**config.mk**
```make
export PLATFORM = sky130hd
export DESIGN_NAME = toast_mem_arbiter_flat
export DESIGN_NICKNAME = d
export VERILOG_FILES = /design/src/rtl/toast_mem_arbiter_pkg.sv /design/src/rtl/toast_mem_arbiter_if.sv /design/src/rtl/toast_mem_arbiter.sv /design/src/flat_wrapper.sv
export SDC_FILE = /design/constraint.sdc
export NUM_CORES = 1
export LEC_CHECK = 0
export BUFFER_PORTS_ARGS = -buffer_cell sky130_fd_sc_hd__buf_2
export CAP_MARGIN = 10
export CORE_MARGIN = 2
export CORE_UTILIZATION = 30
export CTS_CLUSTER_SIZE = 24
export DETAILED_ROUTE_END_ITERATION = 6
export PLACE_DENSITY = 0.56
export SYNTH_ARGS = -nofsm -noshare
export SYNTH_HDL_FRONTEND = slang
export SYNTH_SLANG_ARGS = --single-unit
export TNS_END_PERCENT = 10
```
**constraint.sdc**
```tcl
create_clock -name Clk -period 3 [get_ports Clk]
set_clock_uncertainty 0.1 [all_clocks]
set_input_delay 0.6 -clock Clk [delete_from_list [all_inputs] [get_ports Clk]]
set_output_delay 0.6 -clock Clk [all_outputs]
set_load 0.005 [all_outputs]
```
**src/rtl/toast_mem_arbiter_pkg.sv**
```systemverilog
// Shared types and constants for the ToastCore memory-port arbiter.
package toast_mem_arbiter_pkg;

  typedef enum logic [1:0] {
    ARB_IDLE  = 2'd0,
    ARB_ISSUE = 2'd1,
    ARB_WAIT  = 2'd2,
    ARB_RESP  = 2'd3
  } arb_state_t;

  typedef enum logic {
    OWN_IF   = 1'b0,
    OWN_DATA = 1'b1
  } arb_owner_t;

  localparam int ARB_LAT_W = 2;

  function automatic logic [3:0] sat_inc4(input logic [3:0] v);
    return (v == 4'hF) ? v : (v + 4'd1);
  endfunction

endpackage

```
**src/rtl/toast_mem_arbiter_if.sv**
```systemverilog
// Fetch, data and memory bus signals of the ToastCore memory-port arbiter.
interface toast_mem_arbiter_if #(
  parameter int ADDR_W = 32,
  parameter int DATA_W = 32
);
  logic              if_req_valid;
  logic [ADDR_W-1:0] if_req_addr;
  logic              if_req_ready;
  logic              if_flush;
  logic              if_rsp_valid;
  logic [DATA_W-1:0] if_rsp_data;

  logic              d_req_valid;
  logic [ADDR_W-1:0] d_req_addr;
  logic              d_req_we;
  logic [DATA_W-1:0] d_req_wdata;
  logic [3:0]        d_req_wstrb;
  logic              d_req_ready;
  logic              d_rsp_valid;
  logic [DATA_W-1:0] d_rsp_data;

  logic [ADDR_W-1:0] mem_addr;
  logic              mem_rd_en;
  logic              mem_wr_en;
  logic [3:0]        mem_wr_strb;
  logic [DATA_W-1:0] mem_wr_data;
  logic [DATA_W-1:0] mem_rd_data;

  modport slave (
    input  if_req_valid, if_req_addr, if_flush,
    input  d_req_valid, d_req_addr, d_req_we, d_req_wdata, d_req_wstrb,
    input  mem_rd_data,
    output if_req_ready, if_rsp_valid, if_rsp_data,
    output d_req_ready, d_rsp_valid, d_rsp_data,
    output mem_addr, mem_rd_en, mem_wr_en, mem_wr_strb, mem_wr_data
  );

  modport master (
    output if_req_valid, if_req_addr, if_flush,
    output d_req_valid, d_req_addr, d_req_we, d_req_wdata, d_req_wstrb,
    output mem_rd_data,
    input  if_req_ready, if_rsp_valid, if_rsp_data,
    input  d_req_ready, d_rsp_valid, d_rsp_data,
    input  mem_addr, mem_rd_en, mem_wr_en, mem_wr_strb, mem_wr_data
  );
endinterface

```
**src/rtl/toast_mem_arbiter.sv**
```systemverilog
// Shares the single memory port between fetch and data, data first, one transaction in flight.
// Optional IF starvation guard enabled by defining TOAST_ARB_STARVE_GUARD_EN.
module toast_mem_arbiter
  import toast_mem_arbiter_pkg::*;
#(
  parameter int ADDR_W     = 32,
  parameter int DATA_W     = 32,
  parameter int RD_LAT     = 1,
  parameter int STARVE_MAX = 4
) (
  input  logic                Clk,
  input  logic                Reset_n,
  toast_mem_arbiter_if.slave  bus,
  output logic                busy
);

  if (DATA_W != 32) begin : g_bad_data_w
    $error("toast_mem_arbiter: DATA_W must be 32");
  end
  if ((RD_LAT < 1) || (RD_LAT > 4)) begin : g_bad_rd_lat
    $error("toast_mem_arbiter: RD_LAT must be 1..4");
  end
  if ((STARVE_MAX < 1) || (STARVE_MAX > 15)) begin : g_bad_starve
    $error("toast_mem_arbiter: STARVE_MAX must be 1..15");
  end

  localparam logic [ARB_LAT_W-1:0] LAT_INIT = ARB_LAT_W'(RD_LAT - 1);
  localparam logic [ARB_LAT_W-1:0] LAT_ZERO = ARB_LAT_W'(0);
  localparam logic [ARB_LAT_W-1:0] LAT_ONE  = ARB_LAT_W'(1);

  arb_state_t            state_r, state_nxt_s;
  arb_owner_t            owner_r;
  logic                  we_r, kill_r;
  logic [ARB_LAT_W-1:0]  lat_cnt_r;
  logic                  grant_if_s, grant_d_s, accept_s, d_wr_s, to_resp_s, starve_force_s;
  logic [ADDR_W-1:0]     mem_addr_r;
  logic                  mem_rd_en_r, mem_wr_en_r;
  logic [3:0]            mem_wr_strb_r;
  logic [DATA_W-1:0]     mem_wr_data_r, if_rsp_data_r, d_rsp_data_r;
  logic                  if_rsp_valid_r, d_rsp_valid_r;

`ifdef TOAST_ARB_STARVE_GUARD_EN
  logic [3:0] starve_cnt_r;

  // Count data grants made while a fetch is left waiting
  always_ff @(posedge Clk or negedge Reset_n) begin
    if (!Reset_n) begin
      starve_cnt_r <= 4'd0;
    end else if (!bus.if_req_valid || grant_if_s) begin
      starve_cnt_r <= 4'd0;
    end else if (grant_d_s) begin
      starve_cnt_r <= sat_inc4(starve_cnt_r);
    end
  end

  assign starve_force_s = (starve_cnt_r >= 4'(STARVE_MAX));
`else
  assign starve_force_s = 1'b0;
`endif

  // State register
  always_ff @(posedge Clk or negedge Reset_n) begin
    if (!Reset_n) state_r <= ARB_IDLE;
    else          state_r <= state_nxt_s;
  end

  // Next-state logic; reads skip WAIT entirely when RD_LAT is 1
  always_comb begin
    state_nxt_s = state_r;
    case (state_r)
      ARB_IDLE:  state_nxt_s = accept_s ? ARB_ISSUE : ARB_IDLE;
      ARB_ISSUE: state_nxt_s = (we_r || (lat_cnt_r == LAT_ZERO)) ? ARB_RESP : ARB_WAIT;
      ARB_WAIT:  state_nxt_s = (lat_cnt_r == LAT_ZERO) ? ARB_RESP : ARB_WAIT;
      ARB_RESP:  state_nxt_s = ARB_IDLE;
      default:   state_nxt_s = ARB_IDLE;
    endcase
  end

  // Arbitration and response-strobe decode
  always_comb begin
    grant_d_s  = 1'b0;
    grant_if_s = 1'b0;
    to_resp_s  = (state_r != ARB_RESP) && (state_nxt_s == ARB_RESP);
    if ((state_r == ARB_IDLE) && Reset_n) begin
      if (bus.d_req_valid && !(starve_force_s && bus.if_req_valid && !bus.if_flush)) begin
        grant_d_s = 1'b1;
      end else if (bus.if_req_valid && !bus.if_flush) begin
        grant_if_s = 1'b1;
      end else begin
        grant_d_s  = 1'b0;
        grant_if_s = 1'b0;
      end
    end else begin
      grant_d_s  = 1'b0;
      grant_if_s = 1'b0;
    end
  end

  assign accept_s = grant_d_s | grant_if_s;
  assign d_wr_s   = grant_d_s & bus.d_req_we;

  // Transaction owner, latency countdown and fetch-kill flag
  always_ff @(posedge Clk or negedge Reset_n) begin
    if (!Reset_n) begin
      owner_r   <= OWN_IF;
      we_r      <= 1'b0;
      lat_cnt_r <= LAT_ZERO;
      kill_r    <= 1'b0;
    end else begin
      if (accept_s) begin
        owner_r   <= grant_d_s ? OWN_DATA : OWN_IF;
        we_r      <= d_wr_s;
        lat_cnt_r <= LAT_INIT;
      end else if (((state_r == ARB_ISSUE) || (state_r == ARB_WAIT)) && (lat_cnt_r != LAT_ZERO)) begin
        lat_cnt_r <= lat_cnt_r - LAT_ONE;
      end
      if (state_r == ARB_RESP) begin
        kill_r <= 1'b0;
      end else if ((owner_r == OWN_IF) && ((state_r == ARB_ISSUE) || (state_r == ARB_WAIT)) && bus.if_flush) begin
        kill_r <= 1'b1;
      end
    end
  end

  // Memory command: all fields live for exactly the ISSUE cycle
  always_ff @(posedge Clk or negedge Reset_n) begin
    if (!Reset_n) begin
      mem_addr_r    <= {ADDR_W{1'b0}};
      mem_rd_en_r   <= 1'b0;
      mem_wr_en_r   <= 1'b0;
      mem_wr_strb_r <= 4'd0;
      mem_wr_data_r <= {DATA_W{1'b0}};
    end else begin
      mem_addr_r    <= {ADDR_W{1'b0}};
      mem_rd_en_r   <= 1'b0;
      mem_wr_en_r   <= 1'b0;
      mem_wr_strb_r <= 4'd0;
      mem_wr_data_r <= {DATA_W{1'b0}};
      if (accept_s) begin
        mem_addr_r <= grant_d_s ? bus.d_req_addr : bus.if_req_addr;
        if (d_wr_s) begin
          mem_wr_en_r   <= 1'b1;
          mem_wr_strb_r <= bus.d_req_wstrb;
          mem_wr_data_r <= bus.d_req_wdata;
        end else begin
          mem_rd_en_r <= 1'b1;
        end
      end
    end
  end

  // Response strobes; read data captured on the cycle before RESP
  always_ff @(posedge Clk or negedge Reset_n) begin
    if (!Reset_n) begin
      if_rsp_valid_r <= 1'b0;
      if_rsp_data_r  <= {DATA_W{1'b0}};
      d_rsp_valid_r  <= 1'b0;
      d_rsp_data_r   <= {DATA_W{1'b0}};
    end else begin
      if_rsp_valid_r <= 1'b0;
      if_rsp_data_r  <= {DATA_W{1'b0}};
      d_rsp_valid_r  <= 1'b0;
      d_rsp_data_r   <= {DATA_W{1'b0}};
      if (to_resp_s) begin
        if (we_r) begin
          d_rsp_valid_r <= 1'b1;
        end else if (owner_r == OWN_DATA) begin
          d_rsp_valid_r <= 1'b1;
          d_rsp_data_r  <= bus.mem_rd_data;
        end else if (!kill_r && !bus.if_flush) begin
          if_rsp_valid_r <= 1'b1;
          if_rsp_data_r  <= bus.mem_rd_data;
        end
      end
    end
  end

  assign bus.if_req_ready = grant_if_s;
  assign bus.d_req_ready  = grant_d_s;
  // A redirect arriving in the RESP cycle itself still kills the fetch strobe
  assign bus.if_rsp_valid = if_rsp_valid_r & ~bus.if_flush;
  assign bus.if_rsp_data  = if_rsp_data_r;
  assign bus.d_rsp_valid  = d_rsp_valid_r;
  assign bus.d_rsp_data   = d_rsp_data_r;
  assign bus.mem_addr     = mem_addr_r;
  assign bus.mem_rd_en    = mem_rd_en_r;
  assign bus.mem_wr_en    = mem_wr_en_r;
  assign bus.mem_wr_strb  = mem_wr_strb_r;
  assign bus.mem_wr_data  = mem_wr_data_r;
  assign busy             = (state_r != ARB_IDLE);

endmodule
```
**src/flat_wrapper.sv**
```systemverilog
// flat-port wrapper written by rule: the top's interface ports become plain ports
module toast_mem_arbiter_flat import toast_mem_arbiter_pkg::*;
#(
  parameter int ADDR_W     = 32,
  parameter int DATA_W     = 32,
  parameter int RD_LAT     = 1,
  parameter int STARVE_MAX = 4
)
  (Clk, Reset_n, busy, bus_if_req_valid, bus_if_req_addr, bus_if_flush, bus_d_req_valid, bus_d_req_addr, bus_d_req_we, bus_d_req_wdata, bus_d_req_wstrb, bus_mem_rd_data, bus_if_req_ready, bus_if_rsp_valid, bus_if_rsp_data, bus_d_req_ready, bus_d_rsp_valid, bus_d_rsp_data, bus_mem_addr, bus_mem_rd_en, bus_mem_wr_en, bus_mem_wr_strb, bus_mem_wr_data);
  toast_mem_arbiter_if #(.ADDR_W(ADDR_W), .DATA_W(DATA_W)) bus_i ();
  input  logic Clk;
  input  logic Reset_n;
  output logic busy;
  input wire logic [$bits(bus_i.if_req_valid)-1:0] bus_if_req_valid;
  input wire logic [$bits(bus_i.if_req_addr)-1:0] bus_if_req_addr;
  input wire logic [$bits(bus_i.if_flush)-1:0] bus_if_flush;
  input wire logic [$bits(bus_i.d_req_valid)-1:0] bus_d_req_valid;
  input wire logic [$bits(bus_i.d_req_addr)-1:0] bus_d_req_addr;
  input wire logic [$bits(bus_i.d_req_we)-1:0] bus_d_req_we;
  input wire logic [$bits(bus_i.d_req_wdata)-1:0] bus_d_req_wdata;
  input wire logic [$bits(bus_i.d_req_wstrb)-1:0] bus_d_req_wstrb;
  input wire logic [$bits(bus_i.mem_rd_data)-1:0] bus_mem_rd_data;
  output wire logic [$bits(bus_i.if_req_ready)-1:0] bus_if_req_ready;
  output wire logic [$bits(bus_i.if_rsp_valid)-1:0] bus_if_rsp_valid;
  output wire logic [$bits(bus_i.if_rsp_data)-1:0] bus_if_rsp_data;
  output wire logic [$bits(bus_i.d_req_ready)-1:0] bus_d_req_ready;
  output wire logic [$bits(bus_i.d_rsp_valid)-1:0] bus_d_rsp_valid;
  output wire logic [$bits(bus_i.d_rsp_data)-1:0] bus_d_rsp_data;
  output wire logic [$bits(bus_i.mem_addr)-1:0] bus_mem_addr;
  output wire logic [$bits(bus_i.mem_rd_en)-1:0] bus_mem_rd_en;
  output wire logic [$bits(bus_i.mem_wr_en)-1:0] bus_mem_wr_en;
  output wire logic [$bits(bus_i.mem_wr_strb)-1:0] bus_mem_wr_strb;
  output wire logic [$bits(bus_i.mem_wr_data)-1:0] bus_mem_wr_data;
  assign bus_i.if_req_valid = bus_if_req_valid;
  assign bus_i.if_req_addr = bus_if_req_addr;
  assign bus_i.if_flush = bus_if_flush;
  assign bus_i.d_req_valid = bus_d_req_valid;
  assign bus_i.d_req_addr = bus_d_req_addr;
  assign bus_i.d_req_we = bus_d_req_we;
  assign bus_i.d_req_wdata = bus_d_req_wdata;
  assign bus_i.d_req_wstrb = bus_d_req_wstrb;
  assign bus_i.mem_rd_data = bus_mem_rd_data;
  assign bus_if_req_ready = bus_i.if_req_ready;
  assign bus_if_rsp_valid = bus_i.if_rsp_valid;
  assign bus_if_rsp_data = bus_i.if_rsp_data;
  assign bus_d_req_ready = bus_i.d_req_ready;
  assign bus_d_rsp_valid = bus_i.d_rsp_valid;
  assign bus_d_rsp_data = bus_i.d_rsp_data;
  assign bus_mem_addr = bus_i.mem_addr;
  assign bus_mem_rd_en = bus_i.mem_rd_en;
  assign bus_mem_wr_en = bus_i.mem_wr_en;
  assign bus_mem_wr_strb = bus_i.mem_wr_strb;
  assign bus_mem_wr_data = bus_i.mem_wr_data;
  toast_mem_arbiter #(.ADDR_W(ADDR_W), .DATA_W(DATA_W), .RD_LAT(RD_LAT), .STARVE_MAX(STARVE_MAX)) u_core (.Clk(Clk), .Reset_n(Reset_n), .bus(bus_i), .busy(busy));
endmodule
```
==> impl_metrics.env, run 1 <==
export IMPL_slew_viol_final=0
export IMPL_overflow=0
export IMPL_worstSetupStartpointType="primary input"
export IMPL_min_period_over_period_pct=91.9
export IMPL_multi_input_area_um2=1800
export IMPL_cts_buffers_inserted=17
export IMPL_total_vias_in_the_final_route=4642
export IMPL_cellPowerDensity_nw_per_um2=843
export IMPL_place_hpwl_um=10500
export IMPL_cp_data_required_time_ns=2.30
export IMPL_share_of_post_route_cells_with_drive_strength_above_1_pct=48.1
export IMPL_fillCellCount=1824
export IMPL_wl_met2_um=7270
export IMPL_ctsHtreeMaxLevel=4
export IMPL_drc=0
export IMPL_dieArea_um2=20000
export IMPL_topRoutingLayerUsed="met4"
export IMPL_maxClockFrequency_ghz=0.363
export IMPL_worst_hold_path_type="primary input to flop"
export IMPL_vdd_ir_drop_worst_v=0.000598
export IMPL_clk_pin_slew_ns=0.06
export IMPL_starting_density_of_the_core_pct=30.4
export IMPL_antenna_diode_instance_count=0
export IMPL_synth_net_count=636
export IMPL_synth_warnings=0
export IMPL_gp_congestion=0.783
export IMPL_drt_vias_per_instance=4.65
export IMPL_number_of_enable_type_register_cells_in_the_synthesized_netlist=0
export IMPL_grt_pass1_wl_um=24900
export IMPL_die_width_um=141
export IMPL_final_cell_count_no_fill=999
export IMPL_synth_sequential_area_ratio_pct=63.1
export IMPL_first_global_vias=4722
export IMPL_fin_setup_tns_ns=0
export IMPL_maxCapViolations=0
export IMPL_place_detailed_instances=967
export IMPL_routed_wl_um=15700
export IMPL_worstSetupPathType="primary input to output pin"
export IMPL_synth_cells=492
export IMPL_drt_pre_antenna_iters=4
export IMPL_routed_wire_length_per_instance_um=15.7
export IMPL_timing_final_hold_violations=0
export IMPL_wl_met1_um=6810
export IMPL_setup_violations=0
export IMPL_portBuffers=276
export IMPL_met3_wirelength_um=1400
export IMPL_power_static_leakage_uw=0.00441
export IMPL_mappedNetlistArea_um2=5670
export IMPL_cts_buffer_depth=2
export IMPL_ys_ff_latch=143
export IMPL_synth_cell_types=29
export IMPL_core_rowCount=50
export IMPL_clk_root_buffer_cell="clkbuf_16"
export IMPL_die_height_um=141
export IMPL_critical_path_arrival_ns=2.06
export IMPL_detail_route_iter0_violations=158
export IMPL_grt_total_usage_pct=16.0
export IMPL_boundaryPins=277
export IMPL_clock_tree_from_tritoncts="done"
export IMPL_finalCriticalPeriod_ns=2.76
export IMPL_crit_path_capture_type="output pin"
export IMPL_rsz_0062_raised_after_global_routing="false"
export IMPL_design_final_nets=897
export IMPL_regArea_um2=3580
export IMPL_largest_fanout_of_any_net_on_the_critical_path=23
export IMPL_core_region_area_um2=18600
export IMPL_slew_headroom_pct=42.6
export IMPL_grt_max_degree=125
export IMPL_tritoncts_num_sinks=143
export IMPL_average_footprint_of_a_synthesized_cell_um2=11.5
export IMPL_worst_slew_pin_slew_ns=0.861
export IMPL_grt_antenna_before_repair=0
export IMPL_final_antenna_net_count=0
export IMPL_status="complete, no violations"
export IMPL_layout_area_overhead_vs_synth_pct=37.6
export IMPL_worstSkewPairLatency_ns=0.40
export IMPL_yosys_most_used_dff="dfrtp_1"
export IMPL_synth_async_reset_ratio_pct=100
[layer usage]
layer	track usage, %	vias up
met5	0	-
met4	5.26	0
met3	6.58	15
met2	24.7	212
met1	20.4	2232
li1	-	2183
[synthesized netlist by cell type (4+ instances only)]
| cell type | n | area (µm²) |
|---|---|---|
| nor3_2 | 43 | 430 |
| buf_4 | 4 | 30.0 |
| and3_1 | 36 | 225 |
| nand2_1 | 66 | 248 |
| ha_1 | 6 | 75.1 |
| buf_2 | 19 | 95.1 |
| nand3_1 | 65 | 325 |
| dfrtp_1 | 143 | 3580 |
| nor2_1 | 5 | 18.8 |
| buf_6 | 10 | 113 |
| inv_1 | 7 | 26.3 |
| nor2b_1 | 5 | 31.3 |
| clkbuf_1 | 12 | 45.0 |
| a21oi_1 | 32 | 160 |
| nor3_1 | 23 | 115 |
[worst paths after layout]
check / start / to / slack [ns] / cells past startpoint
hold reg to reg: u_core.lat_cnt_r[1]$_DFFE_PN0P_ / u_core.lat_cnt_r[1]$_DFFE_PN0P_ / 0.42 / 1
max in group asynchronous: Reset_n / u_core.bus.mem_wr_data[14]$_DFF_PN0_ / 1.34 / 3
min in group asynchronous: Reset_n / u_core.bus.mem_addr[6]$_DFF_PN0_ / 0.52 / 2
setup reg to reg: u_core.state_r[0]$_DFF_PN0_ / u_core.bus.if_rsp_data[12]$_DFF_PN0_ / 0.74 / 6
hold / removal: bus_d_req_addr[4] / u_core.bus.mem_addr[4]$_DFF_PN0_ / 0.32 / 3
setup / recovery: Reset_n / bus_d_req_ready / 0.24 / 5
[where the power goes]
group          switching (µW)  internal, µW  leakage [µW]  total [µW]
registers                99.5          2180       0.00197        2280
clock network             800          1280      0.000285        2080
logic                    1520           689       0.00215        2210
total                    2420          4150       0.00441        6570
[sequential cells by signal, indices dropped and copies added (netlist names)]
register                cells
u_core.bus.d_rsp_valid      1
u_core.bus.d_rsp_data      32
u_core.state_r              2
u_core.bus.mem_rd_en        1
u_core.bus.mem_wr_data     32
u_core.bus.if_rsp_data     32
u_core.bus.mem_addr        32
u_core.bus.mem_wr_en        1
u_core.if_rsp_valid_r       1
u_core.bus.mem_wr_strb      4
u_core.lat_cnt_r            2
u_core.we_r                 1
u_core.kill_r               1
u_core.owner_r              1
[repair_timing]
| action | in CTS | in global routing |
|---|---|---|
| gates resized for setup | 0 | 0 |
| hold buffers | 1 | 0 |
| buffers inserted | 0 | 0 |
| endpoints found under the setup margin | 0 | 0 |
| hold endpoints to repair | 19 | 0 |
[through the flow]
step	util, %	area, µm²	hold slack, ns	setup slack [ns]	total power, µW
6_report	41.8	7800	0.318	0.242	6570
4_1_cts	41.8	7800	0.300	0.224	6640
2_1_floorplan	-	5670	0.204	1.23	3910
5_1_grt	41.8	7800	0.307	0.130	6960
3_3_place_gp	38.6	7200	0.385	0.763	4520
3_5_place_dp	38.6	7200	0.387	0.741	4530
[layout make-up]
cell class | instances | share of cell area [%]
Clock buffer | 21 | 6.03
Clock inverter | 10 | 1.44
Inverter | 8 | 0.385
Multi-Input combinational cell | 296 | 23.1
Sequential cell | 143 | 45.9
Tap cell | 234 | 3.76
Timing Repair Buffer | 287 | 19.4
[critical path, cell delays in order]
cell	delay, ns
dlygate4sd3_1	0.54
buf_6	0.25
nand3_2	0.13
inv_2	0.32
buf_2	0.19
[cells in the final DEF (no fill, tap or decap), drive strengths merged, types with 5 or more instances in the layout]
cell type  synthesis  layout
buf               33     286
nand2             66      66
nor3              66      66
nor2               5       5
and3              36      36
a21oi             32      32
dfrtp            143     143
nand3             66      66
nor2b              5       5
ha                 6       6
clkbuf            12      21
clkinv             0       6
inv                8       8
[logic make-up (layout without fill, tap and decap cells)]
group	count (synthesis)	in the layout	synth area share, %
AOI/OAI and AO/OA	40	40	3.97
xor gates and xnor gates	1	1	0.155
adders and majority gates	6	6	1.32
buffers and inverters	53	326	5.52
DFF	143	143	63.1
and+or+nand+nor	249	249	25.9
No activity file was read; power rests on OpenSTA's default activity.
==> run 2: changes to the inputs <==
CELL_PAD_IN_SITES_DETAIL_PLACEMENT = 0   (was default)
CELL_PAD_IN_SITES_GLOBAL_PLACEMENT = 1   (was default)
PLACE_DENSITY = 0.71   (was 0.56)
==> run 2 against run 1 <==
  * Utilization fell by 0.081 points
  * Hold slack got worse by 0.0038 ns
  * Critical endpoint unchanged
  * Highest routed layer unchanged
  * Sequential share of layout area rose by 0.089 points
  * Global-route usage rose by 0.070 points
==> impl_metrics.env, run 2 (synthesis gave the netlist of run 1 again) <==
export IMPL_power_static_leakage_uw=0.00439
export IMPL_maxClockFrequency_ghz=0.365
export IMPL_vdd_ir_drop_worst_v=0.000581
export IMPL_slew_viol_final=0
export IMPL_grt_pass1_wl_um=25000
export IMPL_cell_internal_power_uw=4030
export IMPL_worst_slew_pin_slew_ns=0.968
export IMPL_worst_hold_path_type="primary input to flop"
export IMPL_crit_slowest_cell="dlygate4sd3_1"
export IMPL_cts_buffers_inserted=17
export IMPL_worstSetupStartpointType="primary input"
export IMPL_fin_hold_ws_ns=0.314
export IMPL_path_buf_inv=4
export IMPL_routed_wire_length_per_instance_um=15.5
export IMPL_worstSetupPathType="primary input to output pin"
export IMPL_fin_setup_tns_ns=0
export IMPL_critPathTopFamily="buffers and inverters"
export IMPL_reg2regPathDepth=5
export IMPL_critical_path_arrival_ns=2.04
export IMPL_maxCapViolations=0
export IMPL_design_area_um2=7780
export IMPL_setup_buffers_after_cts=0
export IMPL_die_width_um=141
export IMPL_tritoncts_num_sinks=143
export IMPL_clk_pin_slew_ns=0.06
export IMPL_drt_vias_per_instance=4.61
export IMPL_dieArea_um2=20000
export IMPL_sw_share_pct=37.7
export IMPL_drt_pre_antenna_iters=5
export IMPL_cts_buffer_depth=2
export IMPL_finalCriticalPeriod_ns=2.74
export IMPL_place_hpwl_um=10800
export IMPL_gp_congestion=0.758
export IMPL_timing_final_hold_violations=0
export IMPL_starting_density_of_the_core_pct=30.4
export IMPL_cellPowerDensity_nw_per_um2=832
export IMPL_power_sequential_fraction_pct=35.2
export IMPL_clk_root_buffer_cell="clkbuf_16"
export IMPL_antenna_diode_instance_count=0
export IMPL_worstSkewPairLatency_ns=0.41
export IMPL_total_vias_in_the_final_route=4628
export IMPL_crit_path_capture_type="output pin"
export IMPL_grt_total_usage_pct=16.0
export IMPL_dp_slack_ns=0.848
export IMPL_timing_critical_path_slowest_cell_delay_ns=0.58
export IMPL_combPwrFrac_pct=34.0
export IMPL_multi_input_area_um2=1800
export IMPL_design_final_nets=900
export IMPL_grt_antenna_before_repair=0
export IMPL_core_rowCount=50
export IMPL_ctsHtreeMaxLevel=4
export IMPL_p_sw_uw=2440
export IMPL_die_height_um=141
export IMPL_slew_headroom_pct=35.4
export IMPL_most_frequent_standard_cell_in_the_layout_excluding_fill_and_tap_cells="buf_2"
export IMPL_final_antenna_net_count=0
export IMPL_status="complete, no violations"
export IMPL_layout_area_overhead_vs_synth_pct=37.3
export IMPL_boundaryPins=277
export IMPL_critical_path_cell_chain="dlygate4sd3_1, buf_6, nand3_2, inv_2, buf_2"
export IMPL_clock_tree_from_tritoncts="done"
export IMPL_detail_route_iter0_violations=207
export IMPL_worst_slack_ns=0.260
export IMPL_largest_fanout_of_any_net_on_the_critical_path=28
export IMPL_drc=0
export IMPL_rsz_0062_raised_after_global_routing="false"
export IMPL_setup_violations=0
export IMPL_whs_path_depth=3
export IMPL_regArea_um2=3580
export IMPL_first_global_vias=4747
export IMPL_cp_data_required_time_ns=2.30
export IMPL_grt_max_degree=71
export IMPL_core_region_area_um2=18600
export IMPL_timing_critical_path_depth=5
export IMPL_postPlaceCellArea_um2=7210
export IMPL_power_clock_fraction_pct=30.8
export IMPL_top_library_cells_by_usage_in_the_layout_fill_and_taps_aside="buf_2, dfrtp_1, nand2_1"
export IMPL_overflow=0
export IMPL_pwr_total_uw=6470
export IMPL_fillCellCount=1873
export IMPL_share_of_post_route_cells_with_drive_strength_above_1_pct=48.2
export IMPL_min_period_over_period_pct=91.3
export IMPL_routed_wl_um=15500
export IMPL_portBuffers=276
run 2: path summary, 6_finish.rpt:
kind | slack [ns] | startpoint | endpoint
setup / recovery | 0.26 | Reset_n | bus_d_req_ready
hold / removal | 0.31 | bus_d_req_addr[1] | u_core.bus.mem_addr[1]$_DFF_PN0_
setup reg to reg | 0.85 | u_core.state_r[0]$_DFF_PN0_ | u_core.bus.d_rsp_data[11]$_DFF_PN0_
hold reg to reg | 0.43 | u_core.lat_cnt_r[1]$_DFFE_PN0P_ | u_core.lat_cnt_r[1]$_DFFE_PN0P_
max in group asynchronous | 1.17 | Reset_n | u_core.bus.d_rsp_data[16]$_DFF_PN0_
min in group asynchronous | 0.52 | Reset_n | u_core.bus.d_rsp_data[31]$_DFF_PN0_
run 2: area by class of cell:
type,instances,area share (%)
clock buffer,20,5.74
tap,234,3.76
inverter,8,0.386
clock inverter,12,1.43
timing repair buffer,290,19.5
sequential,143,46.0
multi-input combinational,296,23.2
run 2: worst register-to-register path: cells and delay by family (launching register included):
kind | cells | cell delay [ns]
AO/OA/AOI/OAI | 1 | 0.74
adder cells (fa/ha/maj) | 1 | 0.25
buffers and inverters | 1 | 0.11
flip-flops | 1 | 0.39
AND/OR/NAND/NOR | 2 | 0.39
run 2: power groups by stage:
stage | combinational [µW] | clock, µW | sequential, µW
after floorplan | 1580 | 0 | 2330
after global placement | 2240 | 0 | 2310
after detailed placement | 2230 | 0 | 2310
after CTS | 2240 | 2050 | 2280
after global routing | 2460 | 2140 | 2300
final | 2200 | 1990 | 2280
run 2: through the flow:
step / std cells / utilization (%)
floorplan: 492 / -
global placement: 970 / 38.7
detailed placement: 970 / 38.7
CTS: 1003 / 41.7
global route: 1003 / 41.7
finish: 1003 / 41.7
run 2: metal layers:
| metal | vias to the layer above | part of all wire (%) | GRT usage (%) |
|---|---|---|---|
| met5 | - | 0 | 0 |
| met4 | 0 | 1.5 | 5.68 |
| met3 | 16 | 10 | 6.61 |
| met2 | 221 | 46 | 24.7 |
| met1 | 2201 | 42 | 20.4 |
| li1 | 2190 | - | - |
run 2: repair_timing:
item	CTS	global route
hold endpoints to repair	10	0
gates resized for setup	0	0
hold buffers	1	0
==> run 3: changes to the inputs <==
GPL_ROUTABILITY_DRIVEN = 1   (was default)
clock period = 3.45 ns   (was 3 ns; I/O delays follow)
==> run 3 against run 2 <==
  * Global-route usage shrank 0.31 points
  * Via count shrank 0.65%
  * Critical endpoint is now bus_if_req_ready
  * Sequential share of layout area shrank 0.059 points
  * Register-to-register slack gained 0.31 ns
==> impl_metrics.env, run 3 (synthesis gave the netlist of run 1 again) <==
export IMPL_number_of_gates_given_a_new_drive_strength_after_cts=0
export IMPL_core_region_area_um2=18600
export IMPL_worstSetupPathType="flop to output pin"
export IMPL_maxCapViolations=0
export IMPL_reg2regPathDepth=6
export IMPL_slew_viol_final=0
export IMPL_slew_headroom_pct=39.3
export IMPL_final_cell_count_no_fill=999
export IMPL_die_height_um=141
export IMPL_worstSetupStartpointType="flop"
export IMPL_worst_hold_path_type="primary input to asynchronous set/reset pin"
export IMPL_cts_buffers_inserted=17
export IMPL_crit_path_start="u_core.state_r[0]$_DFF_PN0_"
export IMPL_grt_total_usage_pct=15.7
export IMPL_setup_reg_to_reg_worst_slack_ns=1.16
export IMPL_crit_slowest_cell="dfrtp_1"
export IMPL_gp_congestion=0.769
export IMPL_crit_path_capture_type="output pin"
export IMPL_maxClockFrequency_ghz=0.401
export IMPL_place_detailed_instances=968
export IMPL_clk_root_buffer_cell="clkbuf_16"
export IMPL_cts_buffer_depth=2
export IMPL_top_library_cells_by_usage_in_the_layout_fill_and_taps_aside="buf_2, dfrtp_1, nand2_1"
export IMPL_path_buf_inv=2
export IMPL_detail_route_iter0_violations=192
export IMPL_portBuffers=276
export IMPL_critical_path_arrival_ns=1.70
export IMPL_worstSkewPairLatency_ns=0.42
export IMPL_dieArea_um2=20000
export IMPL_tritoncts_num_sinks=143
export IMPL_ctsHtreeMaxLevel=4
export IMPL_rsz_0062_raised_after_global_routing="false"
export IMPL_finalCriticalPeriod_ns=2.49
export IMPL_core_rowCount=50
export IMPL_fin_setup_tns_ns=0
export IMPL_clk_pin_slew_ns=0.06
export IMPL_die_width_um=141
export IMPL_power_static_leakage_uw=0.00440
export IMPL_first_global_vias=4701
export IMPL_grt_max_degree=70
export IMPL_final_antenna_net_count=0
export IMPL_worst_slew_pin_slew_ns=0.911
export IMPL_timing_rr_start="u_core.state_r[0]$_DFF_PN0_"
export IMPL_drt_pre_antenna_iters=4
export IMPL_boundaryPins=277
export IMPL_setup_buffers_after_cts=0
export IMPL_fillCellCount=1834
export IMPL_layout_area_overhead_vs_synth_pct=37.5
export IMPL_worst_r2r_endpoint="u_core.bus.d_rsp_data[0]$_DFF_PN0_"
export IMPL_postCtsHoldBufs=0
export IMPL_min_period_over_period_pct=72.3
export IMPL_timing_final_hold_violations=0
export IMPL_antenna_diode_instance_count=0
export IMPL_critical_path_cell_chain="inv_1, ha_1, nand2_1, nor3_1, buf_2"
export IMPL_starting_density_of_the_core_pct=30.4
export IMPL_design_final_nets=897
export IMPL_largest_fanout_of_any_net_on_the_critical_path=3
export IMPL_share_of_post_route_cells_with_drive_strength_above_1_pct=48.2
export IMPL_vdd_ir_drop_worst_v=0.000453
export IMPL_most_frequent_standard_cell_in_the_layout_excluding_fill_and_tap_cells="buf_2"
export IMPL_cp_data_required_time_ns=2.66
export IMPL_drc=0
export IMPL_critPathTopFamily="flip-flops"
export IMPL_grt_pass1_wl_um=24400
export IMPL_setup_violations=0
export IMPL_clock_tree_from_tritoncts="done"
export IMPL_routed_wire_length_per_instance_um=15.7
export IMPL_total_vias_in_the_final_route=4598
export IMPL_status="complete, no violations"
export IMPL_cellPowerDensity_nw_per_um2=735
export IMPL_drt_vias_per_instance=4.60
export IMPL_routed_wl_um=15600
export IMPL_grt_antenna_before_repair=1
export IMPL_timing_critical_path_slowest_cell_delay_ns=0.41
export IMPL_overflow=0
export IMPL_place_hpwl_um=10700
run 3: routing by layer:
metal | up-vias | global-route usage, % | part of all wire (%)
met5 | - | 0 | 0
met4 | 0 | 6.42 | 2.1
met3 | 21 | 6.04 | 10
met2 | 210 | 24.5 | 45
met1 | 2185 | 19.7 | 43
li1 | 2182 | - | -
run 3: worst max path at each step:
stage / endpoint / depth (start not counted)
floorplan: bus_d_req_ready / 3
global placement: u_core.bus.mem_rd_en$_DFF_PN0_ / 5
detailed placement: u_core.bus.mem_rd_en$_DFF_PN0_ / 5
CTS: bus_if_req_ready / 5
global route: bus_if_req_ready / 5
finish: bus_if_req_ready / 5
run 3: area by class of cell:
type / count / area [µm²] / area share (%)
multi-input combinational: 296 / 1800 / 23.1
clock buffer: 22 / 484 / 6.21
inverter: 8 / 30.0 / 0.385
timing repair buffer: 287 / 1500 / 19.2
clock inverter: 9 / 109 / 1.40
tap: 234 / 293 / 3.76
sequential: 143 / 3580 / 45.9
run 3: through the flow:
step	hold slack, ns	setup slack, ns	cell area, µm²	power (µW)	utilization, %
4_1_cts	0.101	0.919	7790	5790	41.8
3_3_place_gp	0.408	0.940	7200	3950	38.6
3_5_place_dp	0.418	0.904	7200	3950	38.6
5_1_grt	0.109	0.825	7790	6070	41.8
2_1_floorplan	0.294	1.57	5670	3400	-
6_report	0.0991	0.955	7790	5730	41.8
run 3: worst reg2reg max path: stages (launching register included):
cell	delay (ns)
dfrtp_1	0.39
inv_1	0.09
ha_1	0.35
nor2b_4	0.59
buf_4	0.39
nand3_1	0.11
nor3_1	0.17
run 3: where the power goes:
group / leakage, µW / switching [µW] / total (µW) / internal [µW]
combinational: 0.00215 / 1320 / 1910 / 592
clock: 0.000280 / 694 / 1830 / 1140
sequential: 0.00197 / 92.7 / 1990 / 1890
total: 0.00440 / 2110 / 5730 / 3620
